## config.mk

```make
export PLATFORM = sky130hd
export DESIGN_NAME = fft_bitrev_reorder
export DESIGN_NICKNAME = d
export VERILOG_FILES = /design/src/rtl/fft_pkg.sv /design/src/rtl/fft_pingpong_bank.sv /design/src/rtl/fft_bitrev_reorder.sv
export SDC_FILE = /design/constraint.sdc
export NUM_CORES = 1
export LEC_CHECK = 0
export ABC_AREA = 1
export CAP_MARGIN = 20
export CELL_PAD_IN_SITES_DETAIL_PLACEMENT = 0
export CELL_PAD_IN_SITES_GLOBAL_PLACEMENT = 1
export CORE_MARGIN = 2
export CORE_UTILIZATION = 25
export CTS_CLUSTER_SIZE = 12
export DETAILED_ROUTE_END_ITERATION = 8
export GPL_TIMING_DRIVEN = 0
export PLACE_DENSITY_LB_ADDON = 0.12
export RECOVER_POWER = 100
export SKIP_LAST_GASP = 1
export SLEW_MARGIN = 25
export SYNTH_ARGS = -nofsm -noshare
export SYNTH_HDL_FRONTEND = slang
export SYNTH_SLANG_ARGS = --single-unit
```

## constraint.sdc

```tcl
create_clock -name clk -period 4.6 [get_ports clk]
set_input_delay 1.15 -clock clk [delete_from_list [all_inputs] [get_ports clk]]
set_output_delay 1.15 -clock clk [all_outputs]
set_load 0.02 [all_outputs]
```

## src/rtl/fft_pkg.sv

```systemverilog
// Shared types, constants and the index bit-reversal helper for the FFT
// reorder block.
package fft_pkg;

  localparam int unsigned N_POINTS_DEFAULT = 8;
  localparam int unsigned DATA_W_DEFAULT   = 16;

  // Complex sample at the default component width
  typedef struct packed {
    logic signed [DATA_W_DEFAULT-1:0] re;
    logic signed [DATA_W_DEFAULT-1:0] im;
  } cplx_t;

  // Reverse the low log2n bits of idx; bits above log2n come back as zero
  function automatic logic [31:0] bitrev(input logic [31:0] idx,
                                         input int unsigned log2n);
    logic [31:0] r;
    r = '0;
    for (int i = 0; i < 32; i++) begin
      if (i < int'(log2n)) begin
        r[5'(i)] = idx[5'(int'(log2n) - 1 - i)];
      end
    end
    return r;
  endfunction

endpackage

```

## src/rtl/fft_pingpong_bank.sv

```systemverilog
// One frame bank of the ping-pong reorder buffer: N_POINTS complex words of
// register storage plus the bank's full flag. The writer fills only an empty
// bank and the reader drains only a full one.
module fft_pingpong_bank
  import fft_pkg::*;
#(
  parameter int unsigned N_POINTS = N_POINTS_DEFAULT,
  parameter int unsigned DATA_W   = DATA_W_DEFAULT,
  localparam int unsigned LOG2N   = $clog2(N_POINTS)
) (
  input  logic              clk,
  input  logic              rst,
  input  logic              wr_en,
  input  logic [LOG2N-1:0]  wr_addr,
  input  logic [DATA_W-1:0] wr_re,
  input  logic [DATA_W-1:0] wr_im,
  input  logic              set_full,
  input  logic              clr_full,
  input  logic [LOG2N-1:0]  rd_addr,
  output logic              full,
  output logic [DATA_W-1:0] rd_re,
  output logic [DATA_W-1:0] rd_im
);

  logic [DATA_W-1:0] mem_re [N_POINTS];
  logic [DATA_W-1:0] mem_im [N_POINTS];

  // Sample storage; deliberately not reset, contents are only meaningful once full
  always_ff @(posedge clk) begin
    if (wr_en) begin
      mem_re[wr_addr] <= wr_re;
      mem_im[wr_addr] <= wr_im;
    end
  end

  // Full flag: set when the writer completes this bank, cleared when the reader drains it
  always_ff @(posedge clk or posedge rst) begin
    if (rst) begin
      full <= 1'b0;
    end else if (set_full) begin
      full <= 1'b1;
    end else if (clr_full) begin
      full <= 1'b0;
    end
  end

  assign rd_re = mem_re[rd_addr];
  assign rd_im = mem_im[rd_addr];

endmodule

```

## src/rtl/fft_bitrev_reorder.sv

```systemverilog
// Bit-reversed to natural-order reorder buffer for FFT output frames.
// Two ping-pong banks: one fills in bit-reversed address order while the
// other drains in natural order through a valid/ready stream.
// Optional macro FFT_REORDER_FRAME_CHECK_EN adds in_last and a sticky
// frame_err flag that reports in_last disagreeing with the sample count.
module fft_bitrev_reorder
  import fft_pkg::*;
#(
  parameter int unsigned N_POINTS = N_POINTS_DEFAULT,
  parameter int unsigned DATA_W   = DATA_W_DEFAULT,
  localparam int unsigned LOG2N   = $clog2(N_POINTS)
) (
  input  logic              clk,
  input  logic              rst,
  input  logic              in_valid,
  output logic              in_ready,
  input  logic [DATA_W-1:0] in_re,
  input  logic [DATA_W-1:0] in_im,
`ifdef FFT_REORDER_FRAME_CHECK_EN
  input  logic              in_last,
  output logic              frame_err,
`endif
  output logic              out_valid,
  input  logic              out_ready,
  output logic [DATA_W-1:0] out_re,
  output logic [DATA_W-1:0] out_im,
  output logic              out_last,
  output logic [LOG2N-1:0]  out_idx
);

  localparam logic [LOG2N-1:0] LAST_IDX = LOG2N'(N_POINTS - 1);

  logic              wr_bank;
  logic              rd_bank;
  logic [LOG2N-1:0]  wr_idx;
  logic [LOG2N-1:0]  rd_idx;
  logic [LOG2N-1:0]  wr_addr;
  logic              wr_last;
  logic              rd_last;
  logic              wr_fire;
  logic              rd_fire;

  logic [1:0]        full;
  logic [1:0]        bank_wr_en;
  logic [1:0]        bank_set;
  logic [1:0]        bank_clr;
  logic [DATA_W-1:0] bank_re [2];
  logic [DATA_W-1:0] bank_im [2];

  assign wr_last   = (wr_idx == LAST_IDX);
  assign rd_last   = (rd_idx == LAST_IDX);
  assign in_ready  = !full[wr_bank];
  assign out_valid = full[rd_bank];
  assign wr_fire   = in_valid && in_ready;
  assign rd_fire   = out_valid && out_ready;
  assign wr_addr   = LOG2N'(bitrev(32'(wr_idx), LOG2N));

  // Two banks; the top routes write/read strobes to the bank each pointer selects
  for (genvar b = 0; b < 2; b++) begin : g_bank
    assign bank_wr_en[b] = wr_fire && (wr_bank == 1'(b));
    assign bank_set[b]   = bank_wr_en[b] && wr_last;
    assign bank_clr[b]   = rd_fire && rd_last && (rd_bank == 1'(b));

    fft_pingpong_bank #(
      .N_POINTS (N_POINTS),
      .DATA_W   (DATA_W)
    ) u_bank (
      .clk      (clk),
      .rst      (rst),
      .wr_en    (bank_wr_en[b]),
      .wr_addr  (wr_addr),
      .wr_re    (in_re),
      .wr_im    (in_im),
      .set_full (bank_set[b]),
      .clr_full (bank_clr[b]),
      .rd_addr  (rd_idx),
      .full     (full[b]),
      .rd_re    (bank_re[b]),
      .rd_im    (bank_im[b])
    );
  end

  // Write pointer: advance per accepted sample, hop banks after the frame's last sample
  always_ff @(posedge clk or posedge rst) begin
    if (rst) begin
      wr_bank <= 1'b0;
      wr_idx  <= '0;
    end else if (wr_fire) begin
      if (wr_last) begin
        wr_bank <= ~wr_bank;
        wr_idx  <= '0;
      end else begin
        wr_idx  <= wr_idx + LOG2N'(1);
      end
    end
  end

  // Read pointer: advance per output handshake, hop banks after out_last is taken
  always_ff @(posedge clk or posedge rst) begin
    if (rst) begin
      rd_bank <= 1'b0;
      rd_idx  <= '0;
    end else if (rd_fire) begin
      if (rd_last) begin
        rd_bank <= ~rd_bank;
        rd_idx  <= '0;
      end else begin
        rd_idx  <= rd_idx + LOG2N'(1);
      end
    end
  end

  assign out_re   = bank_re[rd_bank];
  assign out_im   = bank_im[rd_bank];
  assign out_idx  = rd_idx;
  assign out_last = out_valid && rd_last;

`ifdef FFT_REORDER_FRAME_CHECK_EN
  // Sticky flag: in_last must coincide exactly with the count-defined final sample
  always_ff @(posedge clk or posedge rst) begin
    if (rst) begin
      frame_err <= 1'b0;
    end else if (wr_fire && (in_last != wr_last)) begin
      frame_err <= 1'b1;
    end
  end
`endif

endmodule
```

==> metrics.cfg <==
[drt]
ant_nets = 0
drt-initial-drc-count = 1089
dr_total_vias = 15300
routedWlPerCell_um = 22.3
drt-vias-per-instance = 4.25
drt_pass1_iterations = 5
drt_wl_total_um = 79900
drc_errors = 0

[job]
maxCapViolations = 0

[power_and_ir_drop]
static-leakage-power_nw = 11.2
p_per_area_mw_per_mm2 = 634
ir_drop_uv = 303

[cells_and_area]
fin_cells = 3588
syn_to_final_growth_pct = 19.4
final_nets = 2406
drive_gt1_share_pct = 7.22

[setup_path]
reg2reg_setup_slack_ns = 0.67
cp-startpoint = out_idx[2]
reg2reg_depth = 11
crit_arrival_ns = 3.35
endpoint_kind = output pin
worstReg2RegEnd = g_bank[0].u_bank.mem_im[0][1]
cp_max_fo = 10
worstReg2RegStart = wr_bank
worstSetupEndpoint = out_im[12]
start_kind = flip-flop
cp_data_required_time_ns = 3.45
worst-setup-path-type = flip-flop to output pin

[clocking]
clk_pin_slew_ns = 0.06
hold_buffers = 0
clk_latency_ns = 0.64
cts_root_buffer = clkbuf_16
tritoncts.num_buffers = 60
postCtsSetupBuffers = 0
cts_tree = yes
cts.sinks = 522
htreeDepth = 2
cts_buffer_depth = 3

[floorplan]
die_y_um = 305
die_x_um = 305
num_io_pins = 74
dieArea_mm2 = 0.0929
start_util_pct = 25.2
rows = 110
core_area_mm2 = 0.0899

[sta]
clock_skew_ns = 0.0345
setup_tns_ns = 0
setup_viol = 0
hold_viol = 0
fin_crit_ns = 4.50
min_period_over_period_pct = 97.7
slew_headroom_pct = 3.94
rsz0062_at_grt = false
fmax_mhz = 222
drv_slew = 0
tightest_slew_ns = 1.44

[yosys]
synth_most_common_cell = nand2_1
syn_area_mm2 = 0.0226
yosys_most_used_dff = edfxtp_1
ys_async_sr_fraction_pct = 1.92
seq_area_frac_synth_pct = 69.1
synth_warnings = 0
synthTopCellsByCount = nand2_1 (689), edfxtp_1 (512), inv_1 (401), nand3_1 (386), buf_2 (52)
yosys_register_bits = 522
synthCells = 2146
yosysUniqueCellTypes = 23
yosysTopAreaCellShare_pct = 68.0
synth-edff-count = 512
synth_top_cell_by_area = edfxtp_1
synthTopCellsByArea = edfxtp_1 (68%), nand2_1 (11%), nand3_1 (8.5%)
syn_nets = 2190
avgSynthCellArea_um2 = 10.5

[grt]
grt_usage_pct = 17.1
grt_pass1_wl_um = 113000
grt_max_degree = 19
grt_overflow = 0
antenna_found_initial = 0
grt_pass1_vias = 14900

[placed_design]
dp_cells = 3476
numPortBuffers = 73
gp_congestion = 0.722
dp_hpwl_um = 53900

[min_path]
holdCritPathClass = flip-flop to flip-flop

[outcome]
run_status = finished, final reports clean

state kept, by name (all words and copies together) (netlist names):
name                  count
wr_idx                    3
rd_bank                   1
out_idx                   3
g_bank.u_bank.mem_im    256
wr_bank                   1
g_bank.u_bank.full        2
g_bank.u_bank.mem_re    256
where the power goes:
| part | switching, W | total (W) | internal [W] |
|---|---|---|---|
| clock | 0.00199 | 0.00466 | 0.00267 |
| sequential | 0.0000989 | 0.00571 | 0.00561 |
| combinational | 0.00479 | 0.00675 | 0.00196 |
worst min path at each step:
stage | endpoint | slack [ns] | start | depth (start not counted)
6_report | g_bank[0].u_bank.full | 0.48 | g_bank[0].u_bank.full | 2
5_1_grt | g_bank[0].u_bank.full | 0.52 | g_bank[0].u_bank.full | 2
4_1_cts | g_bank[0].u_bank.full | 0.49 | g_bank[0].u_bank.full | 2
3_5_place_dp | g_bank[0].u_bank.full | 0.48 | g_bank[0].u_bank.full | 2
3_3_place_gp | g_bank[0].u_bank.full | 0.46 | g_bank[0].u_bank.full | 2
2_1_floorplan | g_bank[0].u_bank.full | 0.44 | g_bank[0].u_bank.full | 2
routing by layer:
| layer | wire length [um] | up-vias | part of all wire [%] | track usage [%] |
|---|---|---|---|---|
| met3 | 3000 | 98 | 3.7 | 2.14 |
| met4 | 1420 | 0 | 1.8 | 3.60 |
| met1 | 37700 | 7509 | 47 | 23.9 |
| met5 | 0 | - | 0 | 0 |
| met2 | 37800 | 282 | 47 | 28.6 |
| li1 | - | 7367 | - | - |
repair_timing:
action / in CTS / in global routing
pin swaps: 0 / 0
setup endpoints to repair: 2 / 8
gates resized for setup: 3 / 4
hold endpoints to repair: 0 / 0
critical path: stages, from the launching register on:
cell           delay (ns)
dfrtp_1              0.47
inv_1                0.11
buf_2                0.28
clkbuf_1             0.78
nand3_1              0.16
nand3_1              0.17
nand2_1              0.10
dlygate4sd3_1        0.66
cell type report:
cell class	count	area, um2
Antenna cell	1	2.50
Buffer	107	726
Clock buffer	78	1610
Clock inverter	33	253
Fill cell	9294	62900
Inverter	404	1520
Multi-Input combinational cell	1113	4760
Sequential cell	522	15600
Tap cell	1176	1470
Timing Repair Buffer	154	1040
metrics by stage:
stage          cell area [um2]  total power (W)  util, %  hold WS (ns)  setup WS (ns)
2_1_floorplan            22600          0.00943        -         0.442          0.477
3_3_place_gp             24800           0.0128     27.6         0.461          -4.26
3_5_place_dp             25600           0.0129     28.5         0.477          0.600
4_1_cts                  27500           0.0176     30.6         0.489         0.0178
5_1_grt                  27000           0.0181     30.1         0.522       0.000352
6_report                 27000           0.0171     30.1         0.482          0.104
kinds of logic (layout without fill, tap and decap cells):
| logic type | Yosys count | count (layout) | share of synthesized area, % |
|---|---|---|---|
| fa+ha+maj | 8 | 8 | 0.443 |
| compound gates | 9 | 9 | 0.216 |
| flops | 522 | 522 | 69.1 |
| simple gates | 1096 | 1096 | 20.4 |
| buf+inv | 511 | 776 | 9.83 |
| other cells | 0 | 1 | 0 |
placed cells by master (no fill, tap or decap), drive strengths merged:
master	Yosys	routed
buf	98	90
edfxtp	512	512
inv	403	402
bufinv	0	4
dlygate4sd3	0	45
clkbuf	9	174
clkinvlp	0	1
nor2	6	6
clkdlybuf4s15	0	2
nand2	691	691
ha	8	8
nand3	386	386
clkdlybuf4s50	0	28
clkinv	1	30
and2	1	1
a21oi	4	4
diode	0	1
o21ai	5	5
dfrtp	10	10
nor3	12	12
Note: power is estimated with default switching activity, not from simulation.
==> RTL change 1: new RTL, same flow settings <==
`DATA_W_DEFAULT`: 16 -> 20.
--- a/src/rtl/fft_pkg.sv
+++ b/src/rtl/fft_pkg.sv
@@ -4,5 +4,5 @@
 
   localparam int unsigned N_POINTS_DEFAULT = 8;
-  localparam int unsigned DATA_W_DEFAULT   = 16;
+  localparam int unsigned DATA_W_DEFAULT   = 20;
 
   // Complex sample at the default component width
Interface: changed (resized in_im, in_re, out_im and out_re); port bits go from 74 to 90. The function was not compared with the original's and may differ.
==> RTL change 1 against the unedited design <==
- the run now ends with capacitance limit, slew limit left
- core utilization hardly changed
- worst setup slack worse by 0.041 ns
- routed wire length rose by 24%
- combinational power up 25%
- total power up 25%
- area after synthesis is 24% higher
- cell area is 25% higher
- sequential cell count is 128 higher
- largest cell class unchanged
- largest power group unchanged
==> RTL change 1: results (changes against the unedited design) <==
metric,value,unit,change
cts_resized,6,,+3
fin_nets,2981,,+24%
arrival,3.39,ns,+0.04 ns
multi_input_area,5874,µm²,+23%
fin_ws,0.06305,ns,-0.04122 ns
synth-edff-count,640,,+25%
reg_top3,"g_bank.u_bank.mem_im: 320 flops, g_bank.u_bank.mem_re: 320 flops",,
finClkSkew,0.01996,ns,-0.01457 ns
gp_congestion,0.7568,,+4.8%
grt_pass1_wl,139200,µm,+23%
synthArstFlopShare,1.538,%,-0.38 points
fillers,11655,,+25%
port_buffers,89,,+22%
clockNetworkAreaShare,7.072,%,+0.17 points
n_all_buffers,322,,+23%
post-dp-hpwl,67950,µm,+26%
violations,"capacitance limit, slew limit",,
drv_slew,35,,+35
end_kind,primary output,,
seq_cells,650,,+25%
maxCapViolations,2,,+2
place_ws,0.5755,ns,-0.02431 ns
crit_path_end,out_re[4],,
bufAreaShareNonClock,6.608,%,+0.077 points
dp.cells,4349,,+25%
synth_cell_types,24,,+4.3%
stdcell_count,4487,,+25%
seqCellArea,19470,µm²,+25%
cts_made_buffers,78,,+30%
syn_to_final_growth,19.95,%,
antenna_found_initial,5,,+5
slew-limit-headroom,-12.67,%,-17 points
r2r-end,g_bank[0].u_bank.mem_re[3][17],,
num_vias,18952,,+24%
dieArea,115100,µm²,+24%
drive_gt1_share,7.870,%,+0.65 points
drt_iter0_markers,1649,,+51%
multi_input_gates,1377,,+24%
wire_per_inst,22.13,µm,-0.63%
synth_area_per_cell,10.57,µm²,+0.27%
grt_max_degree,22,,+3
htreeDepth,3,,+1
power.leakage,0.01400,µW,+25%
clock_latency,0.62,ns,-0.02 ns
grt_use_total,17.07,%,-0.075 points
r2r_setup_slack,0.64,ns,-0.03 ns
drt-pass1-iter-count,5,,unchanged
startpoint,out_idx[1],,
postPlaceCellArea,31920,µm²,+24%
syn_nets,2712,,+24%
outcome,"finished, violations left",,
synth_common_cells,"nand2_1 (858), edfxtp_1 (640), inv_1 (494)",,
synth_area_leaders,"edfxtp_1 (68%), nand2_1 (11%), nand3_1 (8.6%), inv_1 (6.6%), buf_6 (1.4%)",,
vdd_drop_max,0.2889,mV,-4.6%
inv_count,500,,+24%
nClkBuffers,102,,+31%
r2r_cells,11,,unchanged
yosysSeqAreaShare,69.25,%,+0.18 points
r2r_start,wr_bank,,
RTL change 1: cell count changes in the layout (fill, tap and decap cells not counted), sizes merged, moves of 8 or more:
cell	unedited run	this run
edfxtp	512	640
nand2	691	859
nand3	386	482
buf	90	117
dlygate4sd3	45	53
clkbuf	174	216
clkdlybuf4s50	28	36
inv	402	498
RTL change 1: critical path, cell delays in order (launching register included):
cell	delay (ns)
dfrtp_1	0.46
buf_4	0.22
inv_4	0.13
buf_6	0.21
clkbuf_2	0.46
nand3_1	0.14
nand3_1	0.13
nand3_1	0.20
nand2_1	0.19
clkdlybuf4s50_1	0.62
RTL change 1: cells by family after synthesis:
logic type	count (synthesis)	synth area share, %
and+or+nand+nor	1360	20.38
DFF	650	69.25
buffers and inverters	633	9.832
AOI/OAI and AO/OA	9	0.1736
adders and majority gates	8	0.3561
RTL change 1: metal layers:
layer  vias to the layer above  GRT usage, %  wire length, µm
met3                       112         2.464             4456
met2                       427         27.46            45540
met5                         -             0                0
li1                       9144             -                -
met4                         0         5.015             2247
met1                      9269         23.85            47070
RTL change 1: how the worst min path moves through the flow:
| stage | endpoint | slack, ns |
|---|---|---|
| detailed placement | g_bank[0].u_bank.full | 0.48 |
| finish | g_bank[0].u_bank.full | 0.49 |
| floorplan | g_bank[0].u_bank.full | 0.44 |
| CTS | g_bank[0].u_bank.full | 0.50 |
| global route | g_bank[0].u_bank.full | 0.50 |
| global placement | g_bank[0].u_bank.full | 0.47 |
RTL change 1: where the power goes:
| group | switching (µW) | total [µW] | internal [µW] | leakage [µW] |
|---|---|---|---|---|
| sequential | 106 | 7090 | 6980 | 0.00589 |
| combinational | 5950 | 8410 | 2460 | 0.00694 |
| clock | 2430 | 5870 | 3440 | 0.00117 |
==> RTL change 2: new RTL, config.mk and constraints unchanged <==
Made on the original files. Add a define of `FFT_REORDER_FRAME_CHECK_EN`.
--- a/src/rtl/fft_bitrev_reorder.sv
+++ b/src/rtl/fft_bitrev_reorder.sv
@@ -4,4 +4,6 @@
 // Optional macro FFT_REORDER_FRAME_CHECK_EN adds in_last and a sticky
 // frame_err flag that reports in_last disagreeing with the sample count.
+`define FFT_REORDER_FRAME_CHECK_EN
+
 module fft_bitrev_reorder
   import fft_pkg::*;
Interface: changed (added frame_err and in_last); port bits go from 74 to 76. No check against the original RTL was run, so the function may have changed too.
==> RTL change 2 against the unedited design <==
- the flow now finishes with violations (capacitance limit, slew limit)
- cell area increased by 0.61%
- hold slack got worse by 0.0064 ns
- sequential cell count increased by 1
- total power increased by 0.88%
- routed wire length decreased by 3.3%
- combinational power decreased by 1%
- area after synthesis increased by 0.18%
- clock power increased by 4.9%
- worst setup slack improved by 0.021 ns
- count of clock-buffer cells in the layout increased by 14
- critical endpoint is now out_im[10]
- largest power group unchanged
==> RTL change 2: results (changes against the unedited design) <==
metric,value,unit,change
post-dp-hpwl,53370,µm,-0.96%
wire_per_inst,21.55,µm,-3.2%
synthArstFlopShare,2.103,%,+0.19 points
drt_iter0_markers,1240,,+14%
antenna-diode-count,0,,-1
syn_nets,2194,,+0.18%
drv_slew,16,,+16
yosysSeqAreaShare,69.07,%,about the same
htreeDepth,3,,+1
startpoint,out_idx[1],,
num_vias,15091,,-1.1%
final_area,27170,µm²,+0.61%
grt_pass1_wl,108800,µm,-3.8%
place_ws,0.5979,ns,-0.001860 ns
port_buffers,75,,+2.7%
synth_common_cells,"nand2_1 (689), edfxtp_1 (512), inv_1 (401)",,
cts_made_buffers,66,,+10%
synth_cell_types,25,,+8.7%
clock_latency,0.60,ns,-0.04 ns
slew-limit-headroom,-2.550,%,-6.5 points
maxCapViolations,1,,+1
arrival,3.32,ns,-0.03 ns
violations,"capacitance limit, slew limit",,
p_sw,6765,µW,-1.7%
cts_root_buffer,clkbuf_16,,
fillers,9210,,-0.90%
grt_max_degree,18,,-1
power.leakage,0.01126,µW,+0.60%
outcome,"finished, violations left",,
gp_congestion,0.7444,,+3.1%
hold_start,frame_err,,
drive_gt1_share,7.309,%,+0.092 points
fin_nets,2410,,+0.17%
finClkSkew,0.02402,ns,-0.01051 ns
postPlaceCellArea,25660,µm²,about the same
antenna_found_initial,1,,+1
vdd_drop_max,0.3578,mV,+18%
yosys_warnings,0,,unchanged
synth_area_leaders,"edfxtp_1 (68%), nand2_1 (11%), nand3_1 (8.5%), inv_1 (6.6%), buf_6 (1.3%)",,
grt_use_total,16.54,%,-0.61 points
RTL change 2: cell count changes after synthesis:
cell	unedited run	this run
clkbuf_1	9	11
xnor2_1	0	1
dfrtp_1	10	11
buf_2	52	51
buf_1	13	12
o21bai_1	0	1
RTL change 2: layer usage:
| layer | part of all wire [%] | global-route usage, % | wire length, µm | up-vias |
|---|---|---|---|---|
| li1 | - | - | - | 7379 |
| met1 | 46 | 22.12 | 35320 | 7275 |
| met2 | 48 | 27.74 | 36780 | 327 |
| met3 | 4.0 | 2.149 | 3121 | 110 |
| met4 | 2.6 | 5.273 | 2028 | 0 |
| met5 | 0 | 0 | 0 | - |
RTL change 2: logic make-up after synthesis:
family	after synthesis	share of synthesized area, %
AND/OR/NAND/NOR	1096	20.40
XOR/XNOR	1	0.03866
buffers and inverters	511	9.807
flip-flops	523	69.07
AO/OA/AOI/OAI	10	0.2485
adder cells (fa/ha/maj)	8	0.4418
RTL change 2: critical path, cell delays in order, from the launching register on:
cell             delay [ns]
dfrtp_1                0.54
buf_2                  0.30
clkbuf_1               0.74
nand2_1                0.11
nand3_1                0.11
nand3_1                0.17
nand2_1                0.15
clkdlybuf4s50_1        0.61
RTL change 2: layout make-up:
| type | instances | share of cell area [%] |
|---|---|---|
| flip-flops and latches | 523 | 57.59 |
| repair buffers | 148 | 3.808 |
| plain buffers | 107 | 2.689 |
| clock buffers | 92 | 6.708 |
| clock inverters | 19 | 0.6078 |
| multi-input cells | 1115 | 17.59 |
| inverters | 404 | 5.594 |
| well taps | 1176 | 5.415 |
RTL change 2: per-stage QoR:
stage / std cells / TNS [ns]
finish: 3584 / 0
floorplan: 2149 / 0
global placement: 3400 / -1379.96
CTS: 3584 / 0
global route: 3584 / 0
detailed placement: 3473 / 0
RTL change 2: path summary, 6_finish.rpt:
| path | slack, ns | depth (start not counted) | end |
|---|---|---|---|
| setup / recovery | 0.13 | 7 | out_im[10] |
| hold / removal | 0.48 | 1 | frame_err |
| setup reg to reg | 0.68 | 10 | g_bank[1].u_bank.mem_re[5][13] |
| hold reg to reg | 0.48 | 1 | frame_err |
| max in group asynchronous | 3.27 | 2 | wr_bank |
| min in group asynchronous | 1.01 | 2 | wr_idx[1] |
RTL change 2: power groups by stage:
stage          clock network, µW  registers (µW)  logic (µW)
2_1_floorplan                  0            5820        3620
3_3_place_gp                   0            5870        6800
3_5_place_dp                   0            5810        7000
4_1_cts                     5040            5720        7020
5_1_grt                     5210            5750        7290
6_report                    4890            5720        6660
RTL change 2: what timing repair did:
action / in CTS / in global routing
endpoints found under the hold margin: 0 / 0
endpoints found under the setup margin: 2 / 7
setup buffers: 0 / 0
resized for setup: 4 / 5
cloned: 0 / 0
